--- config.mk ---
export PLATFORM = sky130hd
export DESIGN_NAME = mod_inv_fermat
export DESIGN_NICKNAME = d
export VERILOG_FILES = /design/src/rtl/mod_inv_fermat.sv
export SDC_FILE = /design/constraint.sdc
export NUM_CORES = 1
export LEC_CHECK = 0
export ABC_AREA = 1
export CAP_MARGIN = 20
export CORE_AREA = 4 4 247 249
export DETAILED_ROUTE_END_ITERATION = 7
export DIE_AREA = 0 0 251 253
export GPL_TIMING_DRIVEN = 0
export PLACE_DENSITY = 0.67
export SLEW_MARGIN = 20
export SYNTH_ARGS = -nofsm -noshare
export SYNTH_HDL_FRONTEND = slang
export SYNTH_SLANG_ARGS = --single-unit
--- constraint.sdc ---
create_clock -name clk -period 1.8 [get_ports clk]
set_input_delay 0.36 -clock clk [delete_from_list [all_inputs] [get_ports clk]]
set_output_delay 0.36 -clock clk [all_outputs]
set_load 0.05 [all_outputs]
--- src/rtl/mod_inv_fermat.sv ---
// Modular inverse r = a^(p-2) mod p using left-to-right square-and-multiply.
// The block has no multiplier; every square and multiply goes out on the mul_* port.
//
// state    | meaning
// IDLE     | waiting for enable
// LOAD     | seed acc with base, choose the first exponent bit
// SQR_REQ  | square request on the port (mul_enable high)
// SQR_WAIT | waiting for the square product
// MUL_REQ  | multiply-by-base request on the port (mul_enable high)
// MUL_WAIT | waiting for the multiply product
// FINISH   | done pulse, r valid
module mod_inv_fermat #(
    parameter int               width = 128,
    parameter logic [width-1:0] p     = 128'd37
) (
    input  logic             clk,
    input  logic             reset,
    input  logic             enable,
    input  logic [width-1:0] a,
    output logic [width-1:0] r,
    output logic             done,
    output logic             err,
    output logic             busy,
    output logic [width-1:0] mul_a,
    output logic [width-1:0] mul_b,
    output logic             mul_enable,
    input  logic [width-1:0] mul_r,
    input  logic             mul_done
);

    localparam logic [width-1:0] e  = p - width'(2);
    localparam int               iw = $clog2(width) + 1;

    function automatic int msb_of(input logic [width-1:0] v);
        int m = 0;
        for (int i = 0; i < width; i++) begin
            if (v[i]) m = i;
        end
        return m;
    endfunction

    localparam int                   msb       = msb_of(e);
    localparam logic signed [iw-1:0] idx_start = iw'(msb - 1);
    localparam logic signed [iw-1:0] idx_one   = iw'(1);

    typedef enum logic [2:0] {
        IDLE, LOAD, SQR_REQ, SQR_WAIT, MUL_REQ, MUL_WAIT, FINISH
    } state_t;

    state_t                  state;
    logic [width-1:0]        base;
    logic [width-1:0]        acc;
    logic signed [iw-1:0]    idx;
    logic                    mul_sel;
    logic                    e_bit;

    // acc doubles as operand A; operand B is acc for squares, base for multiplies.
    assign mul_a = acc;
    assign mul_b = mul_sel ? base : acc;
    assign e_bit = e[idx[iw-2:0]];

    always_ff @(posedge clk or negedge reset) begin
        if (!reset) begin
            state      <= IDLE;
            base       <= '0;
            acc        <= '0;
            idx        <= '0;
            mul_sel    <= 1'b0;
            r          <= '0;
            done       <= 1'b0;
            err        <= 1'b0;
            busy       <= 1'b0;
            mul_enable <= 1'b0;
        end else begin
            mul_enable <= 1'b0;
            done       <= 1'b0;
            case (state)
                IDLE: begin
                    if (enable) begin
                        base  <= a;
                        err   <= 1'b0;
                        busy  <= 1'b1;
                        state <= LOAD;
                    end
                end
                LOAD: begin
                    if (base == '0) begin
                        acc   <= '0;
                        err   <= 1'b1;
                        r     <= '0;
                        done  <= 1'b1;
                        state <= FINISH;
                    end else begin
                        acc     <= base;
                        idx     <= idx_start;
                        mul_sel <= 1'b0;
                        if (idx_start < 0) begin
                            r     <= base;
                            done  <= 1'b1;
                            state <= FINISH;
                        end else begin
                            mul_enable <= 1'b1;
                            state      <= SQR_REQ;
                        end
                    end
                end
                SQR_REQ: state <= SQR_WAIT;
                SQR_WAIT: begin
                    if (mul_done) begin
                        acc <= mul_r;
                        if (e_bit) begin
                            mul_sel    <= 1'b1;
                            mul_enable <= 1'b1;
                            state      <= MUL_REQ;
                        end else if (idx == '0) begin
                            r     <= mul_r;
                            done  <= 1'b1;
                            state <= FINISH;
                        end else begin
                            idx        <= idx - idx_one;
                            mul_sel    <= 1'b0;
                            mul_enable <= 1'b1;
                            state      <= SQR_REQ;
                        end
                    end
                end
                MUL_REQ: state <= MUL_WAIT;
                MUL_WAIT: begin
                    if (mul_done) begin
                        acc <= mul_r;
                        if (idx == '0) begin
                            r     <= mul_r;
                            done  <= 1'b1;
                            state <= FINISH;
                        end else begin
                            idx        <= idx - idx_one;
                            mul_sel    <= 1'b0;
                            mul_enable <= 1'b1;
                            state      <= SQR_REQ;
                        end
                    end
                end
                FINISH: begin
                    busy  <= 1'b0;
                    state <= IDLE;
                end
                default: state <= IDLE;
            endcase
        end
    end

endmodule
==> reports/results.ini, run 1 <==
[place]
dp_hpwl_mm = 63.0
place_inst = 4014
gp_congestion = 0.909
port_buffers = 647

[status]
violations = setup timing
status = finished, violations left

[cts]
cts_tree = done
clk_pin_slew_ns = 0.06
clock_path_buffers = 3
clk_latency_ns = 0.57
htree_num_levels = 2
clock_sinks = 400
cts-root-buf = clkbuf_16
numCtsBuffers = 45

[global_routing]
grt_overflow = 0
grt_max_degree = 96
antenna_found_initial = 19
grt_pass1_vias = 20200
grt_usage = 0.262
grt_pass1_wl_mm = 128

[drt]
wl_per_cell_um = 22.6
antenna_left = 0
vias_per_cell = 5.06
drtPass1Iterations = 5
drtIter0Drc = 1666
drc = 0
routed_wl_mm = 96.2
via_count = 21500

[synthesis]
syn_nets = 2851
synthArstFlopShare = 1.00
synth_edf_count = 0
avgSynthCellArea_um2 = 7.49
synth_most_common_cell = nand2_1
syn_area_mm2 = 0.0194
ys_top_cells_by_count = nand2_1 (589), o21ai_0 (468), dfrtp_1 (400)
seq_area_frac_synth = 0.516
synth_cell_type_count = 29
synthCells = 2589
yosysWarnings = 0
netlist.area_leader.share = 0.516
synth_area_leaders = dfrtp_1 (52%), o21ai_0 (12%), nand2_1 (11%)
synthFlopType = dfrtp_1
synth_top_cell_by_area = dfrtp_1
synth-seq-cells = 400

[finish]
synthToLayoutAreaGrowth_pct = 81.9
fin_cells = 4252
nFillCells = 4806
drive_above_1_share = 0.320
final_nets = 3699

[floorplanning]
row_count = 89
top_level_ports = 648
start_util = 0.330
die_area_mm2 = 0.0635
die_h_um = 253
die_x_um = 251
fp.coreArea_mm2 = 0.0587

[sta]
holdWs_ns = 0.357
max_freq_mhz = 406
finClkSkew_ns = 0.0263
hold_viol = 0
finalCritPeriodShare = 1.37
finalSetupViolCount = 391
rsz0062_at_grt = true
timing.final.ws_setup_ns = -0.665
finalCriticalPeriod_ns = 2.46
worstMarginPinSlew_ns = 0.595
slew_headroom = 0.603
maxSlewViolCount = 0
tns_ns = -150.12

[setup_path]
crit_type = reg -> out
r2r_start = base[122]
crit_fanout = 7
startpoint = mul_sel
start_kind = flip-flop
cp.arrival_ns = 2.10
crit_path_end_kind = output pin
required_ns = 1.44

[power_and_ir_drop]
p_per_area_mw_per_mm2 = 2280
ir_drop_mv = 1.72
power.total_uw = 80300
power.leakage_uw = 0.0197

[hold_path]
hold_start = a[112]
min_path_type = in -> reg

[job]
maxCapViolations = 0

metrics by stage:
stage,setup WS (ns),area (um2),util
finish,-0.665,35200,0.601
global route,-0.699,35200,0.601
CTS,-0.673,30700,0.523
detailed placement,-2.14,27500,0.468
global placement,-18.22,27300,0.466
floorplan,-0.0136,19900,-
area by class of cell:
cell class,instances,area (um2),share of cell area
Antenna cell,10,25.0,0.000710
Buffer,153,2010,0.0569
Clock buffer,63,1310,0.0373
Clock inverter,16,140,0.00398
Inverter,400,1520,0.0431
Multi-Input combinational cell,1633,9570,0.272
Sequential cell,400,10000,0.284
Tap cell,773,967,0.0274
Timing Repair Buffer,804,9690,0.275
what timing repair did:
action	in CTS	in global routing
endpoints found under the setup margin	780	777
hold buffers	2	0
setup buffers	19	74
endpoints found under the hold margin	45	0
pin swaps	51	174
gates resized for setup	1171	1257
cloned	17	45
power by group:
part           switching [uW]  internal [uW]
clock network            3970           5360
logic                   35000          19800
registers                3080          13100
total                   42000          38300
layout by cell type (no fill, tap or decap), types with 3 or more instances in the layout:
cell type	count
buf_8	61
clkbuf_1	7
inv_1	392
nand2_4	60
o21ai_4	18
nand3_1	56
clkbuf_4	15
clkbuf_2	58
dfrtp_2	4
diode_2	10
dlymetal6s2s_1	222
nand2_2	96
clkbuf_8	13
o21ai_1	112
nand3_4	4
nand3_2	89
buf_6	166
clkdlybuf4s50_1	258
buf_16	14
clkbuf_16	105
buf_12	40
dfrtp_1	396
xnor2_1	3
inv_2	6
buf_4	46
nor2_4	17
nor2_2	37
nand2_8	4
o21ai_0	171
clkinv_2	11
o21ai_2	220
nor2_1	298
nand2_1	436
buf_2	12
sequential cells by signal (all words and copies together) (netlist names):
name and count:
base 128, idx 8, r 128, done 1, mul_enable 1, mul_sel 1
busy 1, err 1, state 3, mul_a 128
critical path: stages, from the launching register on:
cell,delay [ns]
dfrtp_2,0.53
clkbuf_16,0.25
clkbuf_16,0.21
clkbuf_16,0.19
nand2_4,0.05
o21ai_4,0.08
buf_8,0.18
per-layer routing:
| metal | global-route usage | wire length, um | part of all wire | up-vias |
|---|---|---|---|---|
| li1 | - | - | - | 9800 |
| met1 | 0.335 | 37400 | 0.39 | 10500 |
| met2 | 0.439 | 47200 | 0.49 | 969 |
| met3 | 0.0618 | 7850 | 0.082 | 202 |
| met4 | 0.0902 | 3750 | 0.039 | 10 |
| met5 | 0 | 68 | 0.00071 | - |
cell families after synthesis:
kind of cell / Yosys count / synth area share
AO/OA/AOI/OAI: 525 / 0.137
AND/OR/NAND/NOR: 1101 / 0.226
flip-flops: 400 / 0.516
XOR/XNOR: 5 / 0.00226
adder cells (fa/ha/maj): 2 / 0.00129
buffers and inverters: 556 / 0.118
path summary, 6_finish.rpt:
check | slack, ns | endpoint | depth (start not counted)
setup / recovery | -0.66 | mul_b[127] | 6
hold / removal | 0.36 | base[112] | 3
setup reg to reg | -0.45 | r[76] | 14
hold reg to reg | 0.48 | err | 2
max in group asynchronous | 0.22 | mul_a[79] | 5
min in group asynchronous | 0.37 | r[9] | 3
Note: power is estimated with default switching activity, not from simulation.
==> run 2, diff against run 1 <==
CTS_CLUSTER_DIAMETER = 30   (was unset)
==> reports/results.ini, run 2 (synthesis results as in run 1) <==
[place]
placed_area_mm2 = 0.0275  ; unchanged
place_ws_ns = -2.14  ; unchanged
port_buffers = 647  ; unchanged
place_inst = 4014  ; unchanged
gp_congestion = 0.909  ; unchanged
dp_hpwl_mm = 63.0  ; unchanged

[sta]
rsz0062_at_grt = true  ; unchanged
holdWs_ns = 0.204  ; was 0.357 ns
finalCriticalPeriod_ns = 2.50  ; was 2.46 ns
finalSetupViolCount = 398  ; was 391
hold_viol = 0  ; unchanged
timing.final.ws_setup_ns = -0.698  ; was -0.665 ns
worstMarginPinSlew_ns = 0.554  ; was 0.595 ns
max_freq_mhz = 400  ; was 406 MHz
finClkSkew_ns = 0.0332  ; was 0.0263 ns
slew_headroom = 0.630  ; was 0.603
maxSlewViolCount = 0  ; unchanged
finalCritPeriodShare = 1.39  ; was 1.37

[cts]
cts-root-buf = clkbuf_16  ; unchanged
clk_pin_slew_ns = 0.04  ; was 0.06 ns
cts_tree = done  ; unchanged
clock_sinks = 400  ; unchanged
clock_path_buffers = 3  ; unchanged
htree_num_levels = 3  ; was 2
numCtsBuffers = 99  ; was 45
clk_latency_ns = 0.63  ; was 0.57 ns

[power_and_ir_drop]
p_per_area_mw_per_mm2 = 2460  ; was 2280 mW/mm2
power.total_uw = 87600  ; was 80300 uW
power.leakage_uw = 0.0187  ; was 0.0197 uW
ir_drop_mv = 1.91  ; was 1.72 mV

[floorplanning]
top_level_ports = 648  ; unchanged
die_area_mm2 = 0.0635  ; unchanged
die_h_um = 253  ; unchanged
row_count = 89  ; unchanged
die_x_um = 251  ; unchanged
start_util = 0.330  ; unchanged
fp.coreArea_mm2 = 0.0587  ; unchanged

[global_routing]
grt_pass1_vias = 21100  ; was 20200
grt_overflow = 0  ; unchanged
use_met1 = 0.337  ; was 0.335
grt_use_met3 = 0.0757  ; was 0.0618
grt_pass1_wl_mm = 132  ; was 128 mm
grt_usage = 0.270  ; was 0.262
antenna_found_initial = 21  ; was 19
busiest_layer = met2  ; unchanged
grt_util_met2 = 0.447  ; was 0.439
grt_max_degree = 96  ; unchanged

[finish]
final_nets = 3736  ; was 3699
mostFrequentLayoutCell = dfrtp_1  ; was nand2_1
layout_common_cells = dfrtp_1 (394), inv_1 (391), nand2_1 (375), nor2_1 (298), clkdlybuf4s50_1 (258)  ; was nand2_1 (436), dfrtp_1 (396), inv_1 (392), nor2_1 (298), clkdlybuf4s50_1 (258)
synthToLayoutAreaGrowth_pct = 83.7  ; was 81.9%
drive_above_1_share = 0.379  ; was 0.320
fin_cells = 4339  ; was 4252
design_area_mm2 = 0.0356  ; was 0.0352 mm2

[hold_path]
min_path_type = in -> async  ; was in -> reg

[drt]
routed_wl_mm = 97.9  ; was 96.2 mm
drtPass1Iterations = 5  ; unchanged
drtIter0Drc = 1586  ; was 1666
vias_per_cell = 5.03  ; was 5.06
antenna_left = 0  ; unchanged
wl_per_cell_um = 22.6  ; about the same
drc = 0  ; unchanged
via_count = 21800  ; was 21500

[setup_path]
crit_fanout = 10  ; was 7
crit_path_end_kind = output pin  ; unchanged
required_ns = 1.44  ; about the same
crit_top_cell = clkbuf_16  ; unchanged
crit_type = reg -> out  ; unchanged
slowest_delay_ns = 0.51  ; was 0.53 ns
cp.arrival_ns = 2.14  ; was 2.10 ns
ff2ff_setup_slack_ns = -0.51  ; was -0.45 ns
start_kind = flip-flop  ; unchanged
slowest_stage = dfrtp_2  ; unchanged
path_cells = clkbuf_16 -> clkbuf_16 -> clkbuf_16 -> nand2_1 -> o21ai_2 -> buf_6  ; was clkbuf_16 -> clkbuf_16 -> clkbuf_16 -> nand2_4 -> o21ai_4 -> buf_8

[status]
violations = setup timing  ; unchanged
status = finished, violations left  ; unchanged

[job]
maxCapViolations = 0  ; unchanged

run 2: worst max-delay path, delay by kind of cell (launching register included):
family / cells / cell delay (ns)
AND/OR/NAND/NOR: 1 / 0.08
flip-flops: 1 / 0.51
AO/OA/AOI/OAI: 1 / 0.12
buffers and inverters: 4 / 0.81
run 2: per-stage QoR:
stage | TNS (ns) | utilization
global route | -193.59 | 0.607
global placement | -7830.21 | 0.466
finish | -165.40 | 0.607
detailed placement | -574.15 | 0.468
floorplan | -0.815 | -
CTS | -296.71 | 0.557
run 2: per-layer routing:
| metal | routed length [um] | vias to the layer above | part of all wire |
|---|---|---|---|
| li1 | - | 9926 | - |
| met1 | 37200 | 10500 | 0.38 |
| met2 | 46700 | 1082 | 0.48 |
| met3 | 8610 | 267 | 0.088 |
| met4 | 5400 | 8 | 0.055 |
| met5 | 46 | - | 0.00047 |
run 2: area by class of cell:
cell class / instances / area (um2)
fill: 4836 / 23100
sequential: 400 / 10000
inverter: 400 / 1530
multi-input combinational: 1633 / 9550
clock inverter: 51 / 577
tap: 773 / 967
timing repair buffer: 788 / 8170
buffer: 152 / 1990
clock buffer: 129 / 2760
antenna: 13 / 32.5
run 2: worst paths after layout:
kind                            startpoint         to  cells past startpoint
worst max-delay path               mul_sel  mul_b[76]                      6
min in group clk                      a[1]    base[1]                      3
worst min-delay path                 reset       r[9]                      2
worst max register to register   base[122]     r[114]                     14
max in group asynchronous            reset   base[90]                      5
worst min register to register      idx[7]     idx[7]                      2
run 2: what timing repair did:
item / in CTS / in global routing
resized for setup: 1209 / 1383
setup buffers: 20 / 66
gates cloned: 20 / 37
pin swaps: 52 / 122
endpoints found under the hold margin: 45 / 0
hold buffers: 1 / 0
setup endpoints to repair: 781 / 865
run 2: power breakdown:
part / switching [uW] / leakage (uW) / internal (uW)
sequential: 3050 / 0.00502 / 13200
combinational: 35300 / 0.0121 / 18300
clock: 5760 / 0.00163 / 12000
total: 44100 / 0.0187 / 43600
